--- src/rtl/top_module_imp_pkg.sv ---
// Shared definitions for the 3x3 window scanner.
// Holds the default image geometry, the pixel type and the built-in
// image pattern used when no initialisation file is given.
package top_module_imp_pkg;

  localparam int IMG_W_DEF = 16;
  localparam int IMG_H_DEF = 16;
  localparam int PIX_W     = 8;
  localparam int NB_CNT    = 8;

  typedef logic [PIX_W-1:0] pixel_t;

  // Built-in pattern addressed linearly: pixel = address mod 256.
  function automatic pixel_t pattern_at(input int unsigned addr);
    return pixel_t'(addr % 32'd256);
  endfunction

  // Built-in pattern addressed by (row, column) for an image of width w.
  function automatic pixel_t pattern_pix(input int unsigned r,
                                         input int unsigned c,
                                         input int unsigned w);
    return pattern_at(r * w + c);
  endfunction

endpackage

--- src/rtl/top_module_imp_if.sv ---
// Window bus between the scan logic and the image ROM.
//   ctr_addr : linear address of the current centre pixel (scanner -> ROM)
//   nb       : the 8 neighbours, nb[0] = (r-1,c-1) ... nb[7] = (r+1,c+1)
// master = scanner side, slave = ROM side.
interface top_module_imp_if
  import top_module_imp_pkg::*;
#(
  parameter int AW = 8
);
  logic [AW-1:0]            ctr_addr;
  pixel_t [NB_CNT-1:0]      nb;

  modport master (output ctr_addr, input  nb);
  modport slave  (input  ctr_addr, output nb);
endinterface

--- src/rtl/top_module_imp_image_rom.sv ---
// Image ROM with a single wide asynchronous read port returning the 8
// neighbours of a centre address.
//   rom_bus.ctr_addr : centre pixel linear address (r*IMG_W + c)
//   rom_bus.nb       : neighbour pixels in out1..out8 order
// The ROM contents are the built-in pattern, a pure function of the address.
module image_rom
  import top_module_imp_pkg::*;
#(
  parameter int    IMG_W     = IMG_W_DEF,
  parameter int    IMG_H     = IMG_H_DEF,
  parameter string INIT_FILE = ""
) (
  top_module_imp_if.slave rom_bus
);

  localparam int DEPTH = IMG_W * IMG_H;
  localparam int AW    = $clog2(DEPTH);

  logic [AW-1:0] w_base;
  logic [AW-1:0] w_nb_addr [NB_CNT];

  // Neighbour addresses relative to the top-left corner of the window.
  // Unsigned and unclamped: centres never sit on the border.
  always_comb begin
    int k;
    k      = 0;
    w_base = rom_bus.ctr_addr - AW'(IMG_W + 1);
    for (int j = 0; j < NB_CNT; j++) begin
      // Skip window position 4, which is the centre itself.
      if (j < 4) begin
        k = j;
      end else begin
        k = j + 1;
      end
      w_nb_addr[j] = w_base + AW'((k / 3) * IMG_W + (k % 3));
    end
  end

  // Built-in pattern is a pure function of the address, no storage needed.
  always_comb begin
    rom_bus.nb = '0;
    for (int j = 0; j < NB_CNT; j++) begin
      rom_bus.nb[j] = pattern_at(32'(w_nb_addr[j]));
    end
  end

endmodule

--- src/rtl/top_module_imp.sv ---
// 3x3 sliding-window scanner over an internal greyscale image.
// Every clock the 8 neighbours of the current centre pixel are registered
// onto out1..out8, then the centre advances in raster order over the
// interior of the image and wraps at the end of the frame.
//   CLK       : system clock, rising edge
//   RST       : synchronous active-high reset
//   out1..out8: neighbours (r-1,c-1) (r-1,c) (r-1,c+1) (r,c-1)
//               (r,c+1) (r+1,c-1) (r+1,c) (r+1,c+1)
module top_module_imp
  import top_module_imp_pkg::*;
#(
  parameter int    IMG_W     = IMG_W_DEF,
  parameter int    IMG_H     = IMG_H_DEF,
  parameter string INIT_FILE = ""
) (
  input  logic   CLK,
  input  logic   RST,
  output pixel_t out1,
  output pixel_t out2,
  output pixel_t out3,
  output pixel_t out4,
  output pixel_t out5,
  output pixel_t out6,
  output pixel_t out7,
  output pixel_t out8
);

  localparam int RW = $clog2(IMG_H);
  localparam int CW = $clog2(IMG_W);
  localparam int AW = $clog2(IMG_W * IMG_H);

  localparam logic [RW-1:0] ROW_FIRST = RW'(1);
  localparam logic [RW-1:0] ROW_LAST  = RW'(IMG_H - 2);
  localparam logic [CW-1:0] COL_FIRST = CW'(1);
  localparam logic [CW-1:0] COL_LAST  = CW'(IMG_W - 2);

  logic [RW-1:0]       r_row;
  logic [CW-1:0]       r_col;
  logic [RW-1:0]       w_row_nxt;
  logic [CW-1:0]       w_col_nxt;
  logic [AW-1:0]       w_ctr_addr;
  pixel_t [NB_CNT-1:0] r_win;

  top_module_imp_if #(.AW(AW)) u_bus ();

  image_rom #(
    .IMG_W     (IMG_W),
    .IMG_H     (IMG_H),
    .INIT_FILE (INIT_FILE)
  ) u_rom (
    .rom_bus (u_bus.slave)
  );

  assign w_ctr_addr     = AW'(r_row) * AW'(IMG_W) + AW'(r_col);
  assign u_bus.ctr_addr = w_ctr_addr;

  // Raster advance over interior centres, wrapping to (1,1) after the last.
  always_comb begin
    w_row_nxt = r_row;
    w_col_nxt = r_col;
    if (r_col == COL_LAST) begin
      w_col_nxt = COL_FIRST;
      if (r_row == ROW_LAST) begin
        w_row_nxt = ROW_FIRST;
      end else begin
        w_row_nxt = r_row + RW'(1);
      end
    end else begin
      w_col_nxt = r_col + CW'(1);
    end
  end

  // Centre counters and registered window; reset wins over scanning.
  always_ff @(posedge CLK) begin
    if (RST) begin
      r_row <= ROW_FIRST;
      r_col <= COL_FIRST;
      r_win <= '0;
    end else begin
      r_row <= w_row_nxt;
      r_col <= w_col_nxt;
      r_win <= u_bus.nb;
    end
  end

  assign out1 = r_win[0];
  assign out2 = r_win[1];
  assign out3 = r_win[2];
  assign out4 = r_win[3];
  assign out5 = r_win[4];
  assign out6 = r_win[5];
  assign out7 = r_win[6];
  assign out8 = r_win[7];

endmodule

--- config.mk ---
export PLATFORM = sky130hd
export DESIGN_NAME = top_module_imp
export DESIGN_NICKNAME = d
export VERILOG_FILES = /design/src/rtl/top_module_imp_pkg.sv /design/src/rtl/top_module_imp_if.sv /design/src/rtl/top_module_imp_image_rom.sv /design/src/rtl/top_module_imp.sv
export SDC_FILE = /design/constraint.sdc
export NUM_CORES = 1
export LEC_CHECK = 0
export CAP_MARGIN = 25
export CORE_ASPECT_RATIO = 1.5
export CORE_UTILIZATION = 29
export CTS_CLUSTER_DIAMETER = 40
export DETAILED_ROUTE_END_ITERATION = 8
export PLACE_DENSITY = 0.57
export SYNTH_ARGS = -nofsm -noshare
export SYNTH_HDL_FRONTEND = slang
export SYNTH_HIERARCHICAL = 1
export SYNTH_SLANG_ARGS = --single-unit
--- constraint.sdc ---
create_clock -name CLK -period 5.4 [get_ports CLK]
set_input_delay 0.81 -clock CLK [delete_from_list [all_inputs] [get_ports CLK]]
set_output_delay 0.81 -clock CLK [all_outputs]
set_load 0.005 [all_outputs]
==> flow_summary.json <==
{
  "outcome": "complete, no violations",
  "max_stage_delay_ps": 670,
  "core_area_mm2": 0.009689,
  "portBuffers": 65,
  "whs_endpoint": "r_row[1]$_SDFFE_PP0N_",
  "rsz0062_at_grt": "false",
  "synth_seq_area_share_pct": 50.00,
  "grt_pass1_wl_um": 8293,
  "fmax_ghz": 0.3471,
  "crit_type": "flip-flop to flip-flop",
  "fillerInstances": 962,
  "grtUsageTotal_pct": 10.66,
  "layout_commonest_cell": "dfxtp_1",
  "worstMarginPinSlew_ps": 567.5,
  "finish.utilization_pct": 38.62,
  "dp_cells": 421,
  "cap_violations": 0,
  "synth_seq_cells": 72,
  "cp_slowest_cell": "dfxtp_1",
  "place_congestion": 0.7687,
  "antenna_cells": 0,
  "startpoint_type": "flip-flop",
  "placed_area_mm2": 0.003461,
  "cts_hold_buffers": 0,
  "synth_cells": 276,
  "die_y_um": 124.1,
  "ff2ff_setup_slack_ps": 2520,
  "clockBufferDepth": 2,
  "finalSetupViolations": 0,
  "dr.pass1.iters": 4,
  "clock_latency_ps": 320,
  "htree_levels": 3,
  "setup-tns-final_ps": 0,
  "grt_start_max_net_pins": 44,
  "cts_setup_buffers": 0,
  "cellLeakagePower_nw": 1.457,
  "synth_warnings": 6,
  "hold_depth": 2,
  "post_drt_wl_per_cell_um": 11.56,
  "cp_common_cell": "inv_1",
  "r2r_start": "r_col[0]$_SDFF_PP1_",
  "chipWidth_um": 83.41,
  "worstReg2RegEnd": "out8[5]$_SDFF_PP0_",
  "cts_tree": "done",
  "synth_edf_count": 0,
  "hpwlAfterDp_um": 3715,
  "cts_buffers": 9,
  "start_util_pct": 29.75,
  "cp-end-kind": "flip-flop",
  "grt_pass1_vias": 1709,
  "synth.distinct_cells": 43,
  "drive_gt1_share_pct": 10.25,
  "num_vias": 1779,
  "antenna_left": 0,
  "antenna_found_initial": 0,
  "layout_common_cells": "dfxtp_1, nor2b_1, clkdlybuf4s50_1",
  "cts_sinks": 72,
  "syn2layout_area_growth_pct": 29.82,
  "clk_pin_slew_ps": 50,
  "drt_iter0_drc": 56,
  "ios": 66,
  "drc": 0,
  "ir_drop_uv": 233.8,
  "synth_nets": 284,
  "cts_resized": 0,
  "power.total_mw": 1.431,
  "syn_area_mm2": 0.002883,
  "critical_path.cell_chain": "inv_1 > ha_1 > xnor2_1 > inv_1 > ha_1 > o21ai_0 > nor2_1 > xnor2_1 > inv_1 > nor2b_1",
  "crit_arrival_ps": 3080,
  "post_drt_via_cell_ratio": 4.071,
  "fin_crit_ps": 2881,
  "critPathRequiredTime_ps": 5590,
  "grt-ovfl-total": 0,
  "synth.avg_cell_area_um2": 10.44,
  "root_buffer": "clkbuf_16",
  "dominantRegCellSynth": "dfxtp_1",
  "synth_async_sr_flop_share_pct": 0,
  "crit_fanout": 14,
  "fin_nets": 325,
  "finClkSkew_ps": 2.759,
  "slew_headroom_pct": 61.76,
  "dieArea_mm2": 0.01035,
  "reg2reg_depth": 10,
  "layout.cells.non_filler": 437,
  "powerDensity_mw_per_mm2": 382.5,
  "worstHoldStart": "r_row[1]$_SDFFE_PP0N_",
  "period_share_pct": 53.36,
  "hold_viol_final": 0,
  "slew_violations": 0,
  "fp-row-count": 44,
  "fin_area_mm2": 0.003742,
  "drt-total-wl_um": 5053,
  "hold_path_class": "flip-flop to flip-flop"
}
==> report_power, final <==
part / total, mW / switching [mW] / internal (mW)
registers: 0.614 / 0.0252 / 0.589
clock network: 0.555 / 0.200 / 0.355
logic: 0.263 / 0.103 / 0.160
==> layer usage <==
layer	GRT usage [%]	routed length [um]
met4	8.297	171
met1	11.37	2046
met5	0	0
met3	3.247	217
met2	17.73	2618
==> sequential cells by signal, summed over array words and instances (netlist names) <==
register / flops
out1: 8
out2: 8
out3: 8
out4: 8
out5: 8
out6: 8
out7: 8
out8: 8
r_col: 4
r_row: 4
==> kinds of logic (layout without fill, tap and decap cells) <==
kind of cell               after synthesis  count (layout)  share of synthesized area, %
buffers and inverters                   52              98                         10.20
and+or+nand+nor                         93              93                         20.70
xor gates and xnor gates                32              32                         11.15
DFF                                     72              72                         50.00
AOI/OAI and AO/OA                       21              21                         5.339
adders and majority gates                6               6                         2.604
==> stage by stage <==
| step | hold slack, ps | worst slack [ps] |
|---|---|---|
| detailed placement | 605.7 | 2536 |
| CTS | 613.5 | 2529 |
| global placement | 601.7 | 2593 |
| floorplan | 526.0 | 2700 |
| finish | 610.1 | 2519 |
| global route | 676.3 | 2079 |
==> cells in the mapped netlist, types with 2 or more instances <==
master	n	share of area, %
xnor2_1	23	7.0
ha_1	6	2.6
inv_2	3	0.39
a21oi_1	6	1.0
nand2_1	6	0.78
xnor2_2	2	1.1
clkbuf_1	9	1.2
o21ai_0	5	0.87
nor2b_1	65	14
buf_4	25	6.5
nor3_1	2	0.35
xor2_1	5	1.5
and4b_1	2	0.69
a31oi_1	2	0.43
dfxtp_1	72	50
nor2_1	4	0.52
inv_1	12	1.6
nor3_2	2	0.69
==> final cells by class <==
type	instances	area, um2	area share (%)
Sequential cell	72	1441	38.52
Multi-Input combinational cell	152	1147	30.66
Timing Repair Buffer	66	665.6	17.79
Clock buffer	12	236.5	6.319
Tap cell	115	143.9	3.845
Inverter	16	62.56	1.672
Clock inverter	4	45.04	1.204
==> worst max path at each step <==
stage	start	slack [ps]	cells after the start	end
after global routing	r_col[0]$_SDFF_PP1_	2080	10	out8[5]$_SDFF_PP0_
final	r_col[0]$_SDFF_PP1_	2520	10	out8[5]$_SDFF_PP0_
after global placement	r_col[0]$_SDFF_PP1_	2590	10	out8[5]$_SDFF_PP0_
after CTS	r_col[0]$_SDFF_PP1_	2530	10	out8[5]$_SDFF_PP0_
after detailed placement	r_col[0]$_SDFF_PP1_	2540	10	out8[5]$_SDFF_PP0_
after floorplan	r_col[0]$_SDFF_PP1_	2700	12	out7[7]$_SDFF_PP0_
==> worst max-delay path: cells and delay by family, from the launching register on <==
kind | cells | cell delay (ps)
adders and majority gates | 2 | 540
DFF | 1 | 670
xor gates and xnor gates | 2 | 560
AOI/OAI and AO/OA | 1 | 230
buffers and inverters | 3 | 440
and+or+nand+nor | 2 | 290
No activity file was read; power rests on OpenSTA's default activity.
